$ cat src/rtl/vrased_pkg.sv
// Shared VRASED definitions: controller state encoding and the memory-map
// constants that the access monitors also use.
package vrased_pkg;

   typedef enum logic [1:0] {
      IDLE      = 2'd0,
      ASSERT    = 2'd1,
      WAIT_BOOT = 2'd2
   } state_t;

   localparam logic [15:0] RESET_HANDLER = 16'hFFFE;
   localparam logic [15:0] SMEM_BASE     = 16'hE000;
   localparam logic [15:0] SMEM_SIZE     = 16'h1000;

endpackage

$ cat src/rtl/vrased_sat_cnt.sv
// Saturating up-counter: counts inc pulses and sticks at all-ones.
module vrased_sat_cnt #(
   parameter int W = 8
) (
   input  logic         clk,
   input  logic         reset_n,
   input  logic         inc,
   output logic [W-1:0] count
);

   // Increment on request unless already at the maximum value.
   always_ff @(posedge clk) begin
      if (!reset_n) begin
         count <= '0;
      end else if (inc && (count != {W{1'b1}})) begin
         count <= count + 1'b1;
      end
   end

endmodule

$ cat src/rtl/vrased_reset_ctrl.sv
// VRASED reset controller: turns monitor violation requests into a CPU reset
// of guaranteed length, then watches for the CPU to fetch the reset vector
// before re-arming. Keeps a sticky cause and an episode count for attestation.
//
// Handshake: there is no valid/ready pair here. viol_req bits are levels;
// any set bit in IDLE or WAIT_BOOT starts a reset episode on the next edge,
// and a request seen while already in ASSERT is only recorded in cause.
module vrased_reset_ctrl
   import vrased_pkg::*;
#(
   parameter int          NSRC         = 2,
   parameter logic [15:0] HOLD_CYCLES  = 16'd8,
   parameter logic [15:0] BOOT_TIMEOUT = 16'd64
) (
   input  logic            clk,
   input  logic            reset_n,
   input  logic [NSRC-1:0] viol_req,
   input  logic [15:0]     pc,
   input  logic            cause_clr,
   output logic            cpu_reset,
   output logic            busy,
   output logic [NSRC-1:0] cause,
   output logic [7:0]      viol_cnt,
   output logic            boot_fail,
   output state_t          state_dbg
);

   localparam logic [15:0] SROM_LAST = SMEM_BASE + SMEM_SIZE - 16'd2;

   state_t      state, state_nxt;
   logic [15:0] counter, counter_nxt;
   logic        cpu_reset_nxt;
   logic        boot_fail_nxt;
   logic        episode_start;
   logic        any_viol;
   logic        pc_in_srom;

   assign any_viol   = |viol_req;
   assign pc_in_srom = (pc >= SMEM_BASE) && (pc <= SROM_LAST);
   assign state_dbg  = state;

   // Next-state and next-output decode for the reset episode FSM.
   always_comb begin
      state_nxt     = state;
      counter_nxt   = counter;
      cpu_reset_nxt = cpu_reset;
      boot_fail_nxt = boot_fail;
      episode_start = 1'b0;
      case (state)
         IDLE: begin
            cpu_reset_nxt = 1'b0;
            if (any_viol) begin
               state_nxt     = ASSERT;
               counter_nxt   = HOLD_CYCLES - 16'd1;
               cpu_reset_nxt = 1'b1;
               episode_start = 1'b1;
            end
         end
         ASSERT: begin
            cpu_reset_nxt = 1'b1;
            if (counter == 16'd0) begin
               state_nxt     = WAIT_BOOT;
               counter_nxt   = BOOT_TIMEOUT - 16'd1;
               cpu_reset_nxt = 1'b0;
            end else begin
               counter_nxt = counter - 16'd1;
            end
         end
         WAIT_BOOT: begin
            cpu_reset_nxt = 1'b0;
            // A fresh violation outranks a matching reset-vector fetch.
            if (any_viol) begin
               state_nxt     = ASSERT;
               counter_nxt   = HOLD_CYCLES - 16'd1;
               cpu_reset_nxt = 1'b1;
               episode_start = 1'b1;
            end else if (pc == RESET_HANDLER) begin
               state_nxt = IDLE;
            end else if (counter == 16'd0) begin
               state_nxt     = ASSERT;
               counter_nxt   = HOLD_CYCLES - 16'd1;
               cpu_reset_nxt = 1'b1;
               boot_fail_nxt = 1'b1;
               episode_start = 1'b1;
            end else begin
               counter_nxt = counter - 16'd1;
            end
         end
         default: begin
            state_nxt     = IDLE;
            counter_nxt   = 16'd0;
            cpu_reset_nxt = 1'b0;
         end
      endcase
   end

   // FSM state, hold/timeout counter and registered outputs.
   always_ff @(posedge clk) begin
      if (!reset_n) begin
         state     <= IDLE;
         counter   <= 16'd0;
         cpu_reset <= 1'b0;
         busy      <= 1'b0;
         boot_fail <= 1'b0;
      end else begin
         state     <= state_nxt;
         counter   <= counter_nxt;
         cpu_reset <= cpu_reset_nxt;
         busy      <= (state_nxt != IDLE);
         boot_fail <= boot_fail_nxt;
      end
   end

   // Sticky cause; a clear from secure ROM still keeps same-cycle requests.
   always_ff @(posedge clk) begin
      if (!reset_n) begin
         cause <= '0;
      end else if (cause_clr && pc_in_srom) begin
         cause <= viol_req;
      end else begin
         cause <= cause | viol_req;
      end
   end

   vrased_sat_cnt #(.W(8)) u_viol_cnt (
      .clk     (clk),
      .reset_n (reset_n),
      .inc     (episode_start),
      .count   (viol_cnt)
   );

endmodule

$ cat config.mk
export PLATFORM = sky130hd
export DESIGN_NAME = vrased_reset_ctrl
export DESIGN_NICKNAME = d
export VERILOG_FILES = /design/src/rtl/vrased_pkg.sv /design/src/rtl/vrased_sat_cnt.sv /design/src/rtl/vrased_reset_ctrl.sv
export SDC_FILE = /design/constraint.sdc
export NUM_CORES = 1
export LEC_CHECK = 0
export ABC_CLOCK_PERIOD_IN_PS = 2700
export CAP_MARGIN = 20
export CORE_ASPECT_RATIO = 0.9
export CORE_UTILIZATION = 40
export CTS_CLUSTER_DIAMETER = 120
export DETAILED_ROUTE_END_ITERATION = 16
export PLACE_DENSITY = 0.64
export SLEW_MARGIN = 15
export SYNTH_ARGS = -nofsm -noshare
export SYNTH_HDL_FRONTEND = slang
export SYNTH_SLANG_ARGS = --single-unit
$ cat constraint.sdc
create_clock -name clk -period 2.7 [get_ports clk]
set_clock_uncertainty 0.2 [all_clocks]
set_input_delay 0.675 -clock clk [delete_from_list [all_inputs] [get_ports clk]]
set_output_delay 0.675 -clock clk [all_outputs]
set_load 0.1 [all_outputs]
# After elaboration in Yosys (flattened, before gate mapping)
# Index checks and enable logic that the tools add are counted.
# word_totals
reg_bits	31
output_inout_bits	15
elab_cells	49
# op_classes
add_sub_neg	2
magnitude_cmp	2
eq_ne	6
muxes	20
n_bitwise	3
reduce_logical	9
# ops
cell	count
$mux W16	5
$pmux W16 S3	1
$eq A16 B16 Y1 const B	1
$ge A16 B16 Y1 const B	1
$le A16 B16 Y1 const B	1
$logic_not A16 Y1	1
$sub A16 B1 Y16 const B	1
$mux W2	6
$add A8 B1 Y8 const B	1
$ne A8 B8 Y1 const B	1
$pmux W2 S3	1
$mux W1	5
$reduce_and A4 Y1	1
$logic_and A1 B1 Y1	3
$ne A3 B3 Y1 const B	1
$pmux W1 S3	1
$eq A2 B1 Y1 const B	1
$eq A2 B2 Y1 const B	1
$logic_not A2 Y1	1
$ne A2 B2 Y1 const B	1
$not A1 Y1	2
$or A2 B2 Y2	1
$pmux W1 S2	1
$reduce_and A2 Y1	1
2 further kinds	2

# Logic depth before layout (Yosys ltp)
# Gate-level depths: netlist of the first run.
# depth
word_depth	6
depth_mapped	8
mapped_depth_nobuf	8

# By module
# Synthesis of the first run repeated with hierarchy kept, for this count alone.
# hier_totals
hier_cells	213
hier_area_um2	1790.5
# modules_own_cells
mod	instances	cells_per_inst	area_per_inst_um2	seq_area_each_um2
vrased_reset_ctrl	1	166	1386.3	460.4
vrased_sat_cnt	1	47	404.1	160.2

# Least setup slack after synthesis of the first run
# No wires, ideal clock.
# synth_timing
path_type	register to register
start	reg u_viol_cnt.count[0]
end	reg u_viol_cnt.count[3]
setup_ns	0.128
t_arrival_ns	2.221
required_ns	2.372
setup_slack_ns	0.152
path_stages_with_launch	8
n_path_buf	0
period_less_slack_ns	2.548
path_cell_list	dfxtp_1 -> ha_1 -> nand3_1 -> o21bai_1 -> or2_2 -> a21oi_1 -> xnor2_1 -> nor2_1
# synth_between
elab_chain_cells	2
elab_cells_between_ends	3
# synth_lines
element	line	source
from (decl)	vrased_sat_cnt.sv:8	output logic [W-1:0] count
from (signal assigned)	vrased_sat_cnt.sv:16	count <= count + 1'b1;
branches (longest 2 deep; another with $add A8 B1 Y8)	--	
# Parallel ways; which one is timed is not known.
# A chain may end at the register's enable or synchronous reset.

# Final worst setup path of the first run
# layout_timing
start	in pc[5]
end	reg u_viol_cnt.count[2]
# layout_between
elab_chain_cells	5
# layout_lines
element	line	source
from (decl)	vrased_reset_ctrl.sv:18	input logic [15:0] pc,
$eq A16 B16 Y1	vrased_reset_ctrl.sv:77	end else if (pc == RESET_HANDLER) begin
$mux W1	vrased_reset_ctrl.sv:77	
$mux W1	vrased_reset_ctrl.sv:72	if (any_viol) begin
$pmux W1 S2	vrased_reset_ctrl.sv:49	case (state)
$logic_and A1 B1 Y1	vrased_sat_cnt.sv:15	end else if (inc && (count != {W{1'b1}})) begin
# Every way passes these cells.

==> results of run 1 <==
## per-layer routing
layer	wire, um	global-route usage, %	vias to the layer above
li1	-	-	755
met1	1901	25.06	675
met2	1621	30.67	42
met5	0	0	-
met3	253	7.482	2
met4	34	8.929	0
## path summary, 6_finish.rpt
path	startpoint	endpoint	slack, ns	cells after the start
max	pc[5]	u_viol_cnt.count[2]	0.09	8
min	boot_fail	boot_fail	0.28	2
max reg2reg	counter[0]	counter[6]	0.22	8
min reg2reg	boot_fail	boot_fail	0.28	2
## cells in the final DEF, fill, tap and decap left out, drive strengths merged, types with 2 or more instances in the layout
cell            n
a21bo           2
o21ai           9
clkbuf          8
nand3           9
nor2           36
nand4b          3
nor3            3
or4             3
a21oi          16
ha              2
nand2          11
mux2i           2
a211oi          4
nand4           8
clkdlybuf4s50  20
a311oi          2
or3             3
inv             6
xor2            7
dfxtp          31
nor4            2
xnor2           7
buf            24
a31oi           2
or4b            2
and2            2
## final cells by class
cell class                 count  area, um^2
multi-input combinational    143       915.9
inverter                       6       22.52
timing repair buffer          44       380.4
tap                           46       57.56
fill                         343        1660
sequential                    31       620.6
clock buffer                   8       100.1
## flip-flops by register name, summed over array words and instances, names as in the netlist
register	count
cause	2
counter	16
busy	1
u_viol_cnt.count	8
state_dbg	2
boot_fail	1
cpu_reset	1
## critical path, stage by stage
cell	delay [ns]
clkdlybuf4s50_1	0.46
nand4_1	0.13
or4_4	0.59
buf_4	0.17
nand4_4	0.13
a21oi_4	0.10
a21bo_2	0.23
a21oi_1	0.12
## power by group through the flow
| stage | logic (mW) | registers (mW) | clock network [mW] |
|---|---|---|---|
| floorplan | 0.224 | 0.636 | 0 |
| global placement | 0.427 | 0.540 | 0 |
| detailed placement | 0.432 | 0.543 | 0 |
| CTS | 0.435 | 0.533 | 0.418 |
| global route | 0.474 | 0.539 | 0.435 |
| finish | 0.434 | 0.533 | 0.406 |
## metrics by stage
stage          util [%]  std cells  setup TNS (ns)  hold slack [ns]
6_report          55.81        278               0           0.2837
5_1_grt           55.81        278               0           0.3236
4_1_cts           55.71        278               0           0.2892
3_5_place_dp      53.05        270          -4.153           0.2690
3_3_place_gp      53.05        270          -3.424           0.2769
2_1_floorplan         -        185               0           0.2630
## repair_timing
| action | in CTS | in global routing |
|---|---|---|
| hold endpoints to repair | 0 | 0 |
| resized for setup | 0 | 1 |
| setup endpoints to repair | 0 | 3 |
| hold buffers | 0 | 0 |
## logic make-up (layout without fill, tap and decap cells)
family | after synthesis | count (layout) | synth area share (%)
AOI/OAI and AO/OA | 38 | 38 | 16.54
xor gates and xnor gates | 14 | 14 | 7.717
adders and majority gates | 2 | 2 | 1.575
muxes | 2 | 2 | 1.260
and+or+nand+nor | 87 | 87 | 30.32
buffers and inverters | 11 | 58 | 3.543
DFF | 31 | 31 | 39.06
==> flow_summary.yaml, run 1 <==
setup_path:
  cp_max_fo: 6
  start_kind: "primary input"
  cp.required_ns: 2.71
  arrival_ns: 2.62
  critical_path_class: "in -> reg"
  crit_path_end_kind: "flop"
floorplanning:
  die_y_um: 61.80
  fp.dieW_um: 68.44
  initial_utilization_pct: 42.29
  io_pins: 36
  core_area_mm2: 0.003757
  row_count: 21
  die-area_mm2: 0.004229
yosys:
  synthesis.nets: 208
  ys_async_sr_fraction_pct: 0
  netlist_instances: 185
  ys_top_cells_by_area: "dfxtp_1 (39%), nor2_1 (8.3%), a21oi_1 (4.7%)"
  yosys-top-cells-count: "nor2_1 (35), dfxtp_1 (31), a21oi_1 (15)"
  yosys_warnings: 0
  ys.flop_type: "dfxtp_1"
  yosysMostFrequentCell: "nor2_1"
  synth_top_area_share_pct: 39.06
  synth-edff-count: 0
  syn_area_per_cell_um2: 8.589
  syn_area_mm2: 0.001589
  synth.distinct_cells: 44
  yosysSeqAreaShare_pct: 39.06
  synth.largest_area_cell: "dfxtp_1"
  ys_ff_latch: 31
timing:
  fin_crit_sh_pct: 96.58
  slew-limit-headroom_pct: 69.65
  setup_viol: 0
  worstMarginPinSlew_ns: 0.4547
  min_period_ns: 2.608
  fin_ws_ns: 0.09236
  hold_viol_final: 0
  drv_slew: 0
  fmax_mhz: 383.5
  rsz0062_at_grt: "no"
cts:
  clkTransAtPathRegs_ns: 0.07
  clk_latency_ns: 0.29
  cts_tree: "built"
  cts_made_buffers: 5
  cts_setup_buffers: 0
  clock-root-buffer: "clkbuf_8"
  cts_buffer_depth: 2
  h-tree-depth: 2
  clock-sinks: 31
power_and_ir_drop:
  combPwrFrac_pct: 31.6
  p_int_mw: 0.8878
  powerDensity_mw_per_mm2: 654.9
  clockPowerShare_pct: 29.6
  seqPwrFrac_pct: 38.8
  leakage_nw: 0.8042
  netSwitchingPower_mw: 0.4855
  ir_drop_v: 0.0003966
  sw_frac_of_total_pct: 35.35
  finalPower_mw: 1.373
route:
  routed_wl_um: 3811
  drt_iter0_markers: 72
  routed-via-count: 1474
  first_pass_iters: 4
  wire_per_inst_um: 13.71
  drc_errors: 0
  drt.antenna.violating_nets: 0
  vias_per_cell: 5.302
global_route:
  grt_pass1_wl_um: 6023
  grt_max_degree: 15
  grt_use_total_pct: 20.00
  antenna_found_initial: 0
  grt_overflow: 0
  grt_pass1_vias: 1352
outcome:
  outcome: "complete, no violations"
cells_and_area:
  final_area_mm2: 0.002097
  syn_to_final_growth_pct: 31.97
  diodes: 0
  drive_above_1_share_pct: 20.69
  layout.nets: 254
placed_design:
  io_buffer_count: 35
  pre_cts_ws_ns: -0.2393
  gp_congestion: 0.8141
  hpwlAfterDp_um: 2775
  placed_area_mm2: 0.001993
flow_run:
  cap_violations: 0
worst_hold_path:
  min_path_type: "reg -> reg"
Note: power is estimated with default switching activity, not from simulation.
==> run 2, diff against run 1 <==
CTS_CLUSTER_SIZE = 14   (was default)
==> results of run 2 <==
Final layout, timing and power as in run 1 (identical DEF).
